===== src/rtl/bp_pkg.sv =====
// Shared types and constants for the fetch-side branch predictor.
package bp_pkg;

   // 2-bit saturating counter states; bit 1 set means "predict taken".
   localparam logic [1:0] CTR_SNT   = 2'b00;
   localparam logic [1:0] CTR_WNT   = 2'b01;
   localparam logic [1:0] CTR_WT    = 2'b10;
   localparam logic [1:0] CTR_ST    = 2'b11;
   localparam logic [1:0] CTR_ALLOC = CTR_WT;

   // One BTB entry. The tag field holds pc >> IDX_W zero-extended to 32 bits so
   // the same struct serves any table size; the upper IDX_W bits stay zero.
   typedef struct packed {
      logic        valid;
      logic [31:0] tag;
      logic [31:0] target;
      logic [1:0]  ctr;
   } btb_entry_t;

endpackage


===== src/rtl/bp_sat_ctr.sv =====
// Next-state logic for a 2-bit saturating taken/not-taken counter.
module bp_sat_ctr
   import bp_pkg::*;
(
   input  logic [1:0] ctr_in,
   input  logic       taken,
   output logic [1:0] ctr_out
);

   // Step toward ST on taken and toward SNT on not-taken, holding at both ends.
   always_comb begin
      ctr_out = ctr_in;
      if (taken) begin
         if (ctr_in != CTR_ST) ctr_out = ctr_in + 2'd1;
      end else begin
         if (ctr_in != CTR_SNT) ctr_out = ctr_in - 2'd1;
      end
   end

endmodule


===== src/rtl/branch_predictor.sv =====
// Direct-mapped BTB with 2-bit counters: predicts in IF, trains from EX.
module branch_predictor
   import bp_pkg::*;
#(
   parameter int ENTRIES = 16,
   parameter int IDX_W   = 4
) (
   input  logic        clk,
   input  logic        rst,
   input  logic        halt,
   input  logic [31:0] pc_if,
   output logic        pred_taken,
   output logic [31:0] pred_pc,
   input  logic        ex_branch,
   input  logic [31:0] pc_ex,
   input  logic        ex_taken,
   input  logic [31:0] ex_next_pc,
   input  logic [31:0] pred_pc_ex,
   output logic        mispredict,
   output logic [31:0] redirect_pc,
   output logic [31:0] branch_cnt,
   output logic [31:0] mispredict_cnt
);

   btb_entry_t btb_q [ENTRIES];
   btb_entry_t btb_d [ENTRIES];
   logic       wr_en [ENTRIES];

   logic [31:0] branch_cnt_q, branch_cnt_d;
   logic [31:0] mispredict_cnt_q, mispredict_cnt_d;

   logic [IDX_W-1:0] if_idx, ex_idx;
   logic [31:0]      if_tag, ex_tag;
   btb_entry_t       if_entry, ex_entry;
   logic             if_hit, ex_hit, train;
   logic [1:0]       ctr_next;

   assign if_idx   = pc_if[IDX_W-1:0];
   assign ex_idx   = pc_ex[IDX_W-1:0];
   assign if_tag   = pc_if >> IDX_W;
   assign ex_tag   = pc_ex >> IDX_W;
   assign if_entry = btb_q[if_idx];
   assign ex_entry = btb_q[ex_idx];
   assign if_hit   = if_entry.valid && (if_entry.tag == if_tag);
   assign ex_hit   = ex_entry.valid && (ex_entry.tag == ex_tag);
   assign train    = ex_branch && !halt && !rst;

   // Single write port: the counter update for whichever entry EX is training.
   bp_sat_ctr u_sat_ctr (
      .ctr_in  (ex_entry.ctr),
      .taken   (ex_taken),
      .ctr_out (ctr_next)
   );

   // IF-side lookup and EX-side mispredict detection, both purely combinational.
   always_comb begin
      pred_taken  = if_hit && if_entry.ctr[1];
      pred_pc     = pred_taken ? if_entry.target : pc_if + 32'd1;
      mispredict  = ex_branch && !halt && !rst && (ex_next_pc != pred_pc_ex);
      redirect_pc = ex_next_pc;
   end

   // Decode the trained index into one write enable per entry.
   always_comb begin
      for (int i = 0; i < ENTRIES; i++) begin
         wr_en[i] = train && (ex_idx == IDX_W'(i));
      end
   end

   // Next table contents: update on a hit, allocate on a taken miss, else hold.
   always_comb begin
      for (int i = 0; i < ENTRIES; i++) begin
         btb_d[i] = btb_q[i];
         if (wr_en[i]) begin
            if (ex_hit) begin
               btb_d[i].ctr = ctr_next;
               if (ex_taken) btb_d[i].target = ex_next_pc;
            end else if (ex_taken) begin
               btb_d[i].valid  = 1'b1;
               btb_d[i].tag    = ex_tag;
               btb_d[i].target = ex_next_pc;
               btb_d[i].ctr    = CTR_ALLOC;
            end
         end
      end
   end

   // Statistics counters, wrapping naturally at 2^32.
   always_comb begin
      branch_cnt_d     = branch_cnt_q + (train ? 32'd1 : 32'd0);
      mispredict_cnt_d = mispredict_cnt_q + (mispredict ? 32'd1 : 32'd0);
   end

   // State registers; reset wins over any training in the same cycle.
   always_ff @(posedge clk) begin
      if (rst) begin
         for (int i = 0; i < ENTRIES; i++) begin
            btb_q[i].valid  <= 1'b0;
            btb_q[i].tag    <= '0;
            btb_q[i].target <= '0;
            btb_q[i].ctr    <= CTR_WNT;
         end
         branch_cnt_q     <= '0;
         mispredict_cnt_q <= '0;
      end else begin
         for (int i = 0; i < ENTRIES; i++) begin
            btb_q[i] <= btb_d[i];
         end
         branch_cnt_q     <= branch_cnt_d;
         mispredict_cnt_q <= mispredict_cnt_d;
      end
   end

   assign branch_cnt     = branch_cnt_q;
   assign mispredict_cnt = mispredict_cnt_q;

endmodule


===== config.mk =====
export PLATFORM = sky130hd
export DESIGN_NAME = branch_predictor
export DESIGN_NICKNAME = d
export VERILOG_FILES = /design/src/rtl/bp_pkg.sv /design/src/rtl/bp_sat_ctr.sv /design/src/rtl/branch_predictor.sv
export SDC_FILE = /design/constraint.sdc
export NUM_CORES = 2
export LEC_CHECK = 0
export BUFFER_PORTS_ARGS = -buffer_cell sky130_fd_sc_hd__buf_2
export CORE_MARGIN = 2
export CORE_UTILIZATION = 38
export CTS_BUF_LIST = sky130_fd_sc_hd__clkbuf_4 sky130_fd_sc_hd__clkbuf_8 sky130_fd_sc_hd__clkbuf_16
export DETAILED_ROUTE_END_ITERATION = 10
export SLEW_MARGIN = 15
export SYNTH_ARGS = -nofsm -noshare
export SYNTH_HDL_FRONTEND = slang
export SYNTH_SLANG_ARGS = --single-unit

===== constraint.sdc =====
create_clock -name clk -period 6.6 [get_ports clk]
set_clock_uncertainty 0.2 [all_clocks]
set_input_delay 0.33 -clock clk [delete_from_list [all_inputs] [get_ports clk]]
set_output_delay 0.33 -clock clk [all_outputs]
set_load 0.03 [all_outputs]

==> reports/qor.txt <==
Status: completed
Register-to-Register Path Depth: 11
Grt total ovfl: 0
Top cell type's share of synthesized area: 29.81%
WL final: 168200 um
Top cells by area, synth: edfxtp_1, dfxtp_1, mux4_2
YS warnings: 0
Crit path DAT: 5.03 ns
Final HPWL DP: 100100 um
Max-cap viol count: 0
RSZ-0062 raised after global routing: no
Yosys cell types: 75
Initial antenna violation count: 12
Post-CTS Resized: 0
Clock period minus worst slack: 4.649 ns
Die Span Y: 369.5 um
Critical R2R Launch: btb_q[12][35]$_SDFFE_PP0P_
DR pass1 iterations: 5
Setup Viol. Count Final: 0
Fillers: 12.14k
Tot GR Track Use: 24.24%
Core Box Area: 0.1330 mm^2
Layout cells sized above 1: 22.61%
Post-CTS Setup Inserts: 0
Total power: 15270 uW
DR vias: 36.78k
Combinational Power Share: 8.8%
Critical Path RT: 6.99 ns
Max H-tree Level: 3
Routed len/inst: 26.88 um
Post-synth EDFFs: 504
P_int: 11530 uW
Actual slew at the worst max-slew pin: 1.235 ns
Yosys reg bits: 1072
Syn Area/Cell: 11.83 um^2
Maximum vdd drop: 196.0 uV
Flop2flop setup slack: 2.31 ns
CTS clk-pin slew, worst paths: 0.06 ns
Post-synth ARST share: 0%
Layout Nets: 4525
Clk sink count: 1072
Compound-Gate Fraction of Synth Area: 8.422%
Worst Setup End Kind: flop
Largest family of logic cells by synthesized area: multiplexers
Sequential fraction of the synthesis area: 52.21%
Drc violations: 0
Mux cell area share after synthesis: 20.48%
Adder-cell share of the synthesized area: 0.1627%
Post-Syn Instances: 4291
I/O pins: 263
HP Class: in -> reg
Die area: 0.1365 mm^2
Clock Tree Root: clkbuf_16
Static leakage: 0.02003 uW
Main flop type after synthesis: dfxtp_1
Clock Path Buffers: 3
Starting DRT DRC Count: 4045
R2r endpoint: btb_q[9][46]$_SDFFE_PP0P_
First-pass GRT wire length: 245400 um
Min Hold Slack: 0.05684 ns
Post-synth top area cell: edfxtp_1
Fmax achieved: 0.2151 GHz
Die X: 369.5 um
Setup TNS: 0 ns
Row count: 134
CTS Hold Buffers Added: 61
DR vias/cell: 5.876
Final ANT Viol Nets: 0
Port Buffer Count: 262
Area delta synth->final: 14.10%
Sequential power share: 47.3%
Clock power frac: 43.8%
Setup crit start: pc_ex[0]
Capture point of the worst path: btb_q[9][46]$_SDFFE_PP0P_
Pwr/cell area: 263.6 mW/mm^2
CTS tree: done
Synth Area in XOR/XNOR: 2.898%
Tcrit/Tclk final: 70.43%
Net Sw Frac: 24.50%
Clk Latency, worst-skew pair: 0.75 ns
RePlAce Congestion: 0.8732
Endpoints failing hold: 0
Number of max-slew violations in the final report: 0
Worst setup SP type: input port
Initial Utilization: 38.18%
Synth Area in Simple Gates: 11.69%
Psw: 3742 uW
Largest net degree at the start of global routing: 193
Crit path max fanout: 46
CTS buffer count: 114
Relative slew slack: 17.64%
Post-Synthesis Net Count: 4429
Post-synthesis cell area: 0.05076 mm^2
Vias in the first global route: 35.93k
Crit Path Class: in -> reg
-- layout by cell type (no fill, tap or decap), drive strengths merged, types with 4 or more instances in the layout --
cell type    netlist  final
buf              170    343
ha                 5      5
mux2i            159    159
bufinv             0     10
a31oi              7      7
nand4             36     36
nor2b             27     27
xor2              71     71
dlygate4sd3        0     61
a21o               6      6
o311ai             5      5
nor4               8      8
clkinv             1     53
o21ai            201    201
o211ai             7      7
a2111oi            6      6
a22oi             34     34
a31o              78     78
edfxtp           504    504
mux4             389    389
nor3              93     93
dfxtp            568    568
clkinvlp           0      4
a21oi            342    342
o2bb2ai            4      4
a221o              4      4
or3               11     11
nor2             136    136
nand2            703    703
inv               20     27
nand3            142    142
mux2               4      4
o22ai              5      5
a211oi             8      8
xnor2             97     97
and4              10     10
clkbuf           254    145
and3              19     19
and2             125    125
-- cell families after synthesis --
group,Yosys count
AO/OA/AOI/OAI,726
XOR/XNOR,168
adder cells (fa/ha/maj),7
buffers and inverters,445
flip-flops,1072
multiplexers,552
AND/OR/NAND/NOR,1321
-- synthesized netlist by cell type (97+ instances only) --
| cell | n |
|---|---|
| a21oi_1 | 342 |
| and2_1 | 125 |
| clkbuf_1 | 244 |
| dfxtp_1 | 568 |
| edfxtp_1 | 504 |
| mux2i_1 | 159 |
| mux4_2 | 389 |
| nand2_1 | 702 |
| nand3_1 | 141 |
| nor2_1 | 136 |
| o21ai_0 | 194 |
| xnor2_1 | 97 |
-- flip-flops by register name (all words and copies together) (netlist names) --
| name | count |
|---|---|
| branch_cnt | 32 |
| btb_q | 1008 |
| mispredict_cnt | 32 |
-- critical path: stages --
cell and delay (ns):
buf_6 0.45, buf_4 0.53, mux4_2 0.56, mux2i_1 0.31, nor2_1 0.09, a2111oi_0 0.66
a21oi_1 0.20, a2111oi_4 0.36, nand3_4 0.39, buf_4 0.42, buf_4 0.37, nand3_1 0.19
a21oi_1 0.08
-- layer usage --
metal,routed length (um),vias up,global-route usage (%)
li1,-,16030,-
met1,68620,18660,32.70
met2,78550,1771,38.67
met3,15950,311,5.250
met4,5017,12,8.163
met5,82,-,0
-- area by class of cell --
| type | count | area (um^2) | share of cell area [%] |
|---|---|---|---|
| clock inverters | 73 | 744.5 | 1.285 |
| diodes | 2 | 5.005 | 0.008641 |
| clock buffers | 145 | 3224 | 5.567 |
| multi-input cells | 2774 | 22420 | 38.72 |
| flip-flops and latches | 1072 | 26510 | 45.76 |
| well taps | 1768 | 2212 | 3.819 |
| repair buffers | 404 | 2719 | 4.694 |
| inverters | 21 | 86.33 | 0.1491 |
-- power by group through the flow --
stage	clock network, uW	logic [uW]	registers, uW
3_3_place_gp	0	1300	7360
4_1_cts	6780	1340	7230
5_1_grt	7030	1410	7240
6_report	6690	1350	7230
2_1_floorplan	0	842	7350
3_5_place_dp	0	1300	7370
-- how the worst min path moves through the flow --
| stage | startpoint | to | slack, ns | cells after the start |
|---|---|---|---|---|
| after floorplan | btb_q[14][10]$_SDFFE_PP0P_ | btb_q[14][10]$_SDFFE_PP0P_ | 0.23 | 2 |
| after global placement | btb_q[9][30]$_SDFFE_PP0P_ | btb_q[9][30]$_SDFFE_PP0P_ | 0.24 | 2 |
| after detailed placement | btb_q[10][14]$_SDFFE_PP0P_ | btb_q[10][14]$_SDFFE_PP0P_ | 0.24 | 2 |
| after CTS | ex_taken | btb_q[10][1]$_SDFFE_PP0P_ | 0.009 | 3 |
| after global routing | ex_taken | btb_q[10][1]$_SDFFE_PP0P_ | 0.06 | 3 |
| final | ex_taken | btb_q[10][1]$_SDFFE_PP0P_ | 0.06 | 3 |
-- metrics by stage --
| stage | instance area (um^2) | std cells | utilization [%] | setup slack [ns] |
|---|---|---|---|---|
| 3_5_place_dp | 53340 | 5978 | 40.12 | 1.256 |
| 4_1_cts | 57920 | 6257 | 43.56 | 1.946 |
| 2_1_floorplan | 50760 | 4291 | - | 0.1041 |
| 3_3_place_gp | 53340 | 5978 | 40.12 | 1.252 |
| 6_report | 57920 | 6259 | 43.56 | 1.951 |
| 5_1_grt | 57920 | 6258 | 43.56 | 1.713 |
No activity file was read; power rests on OpenSTA's default activity.
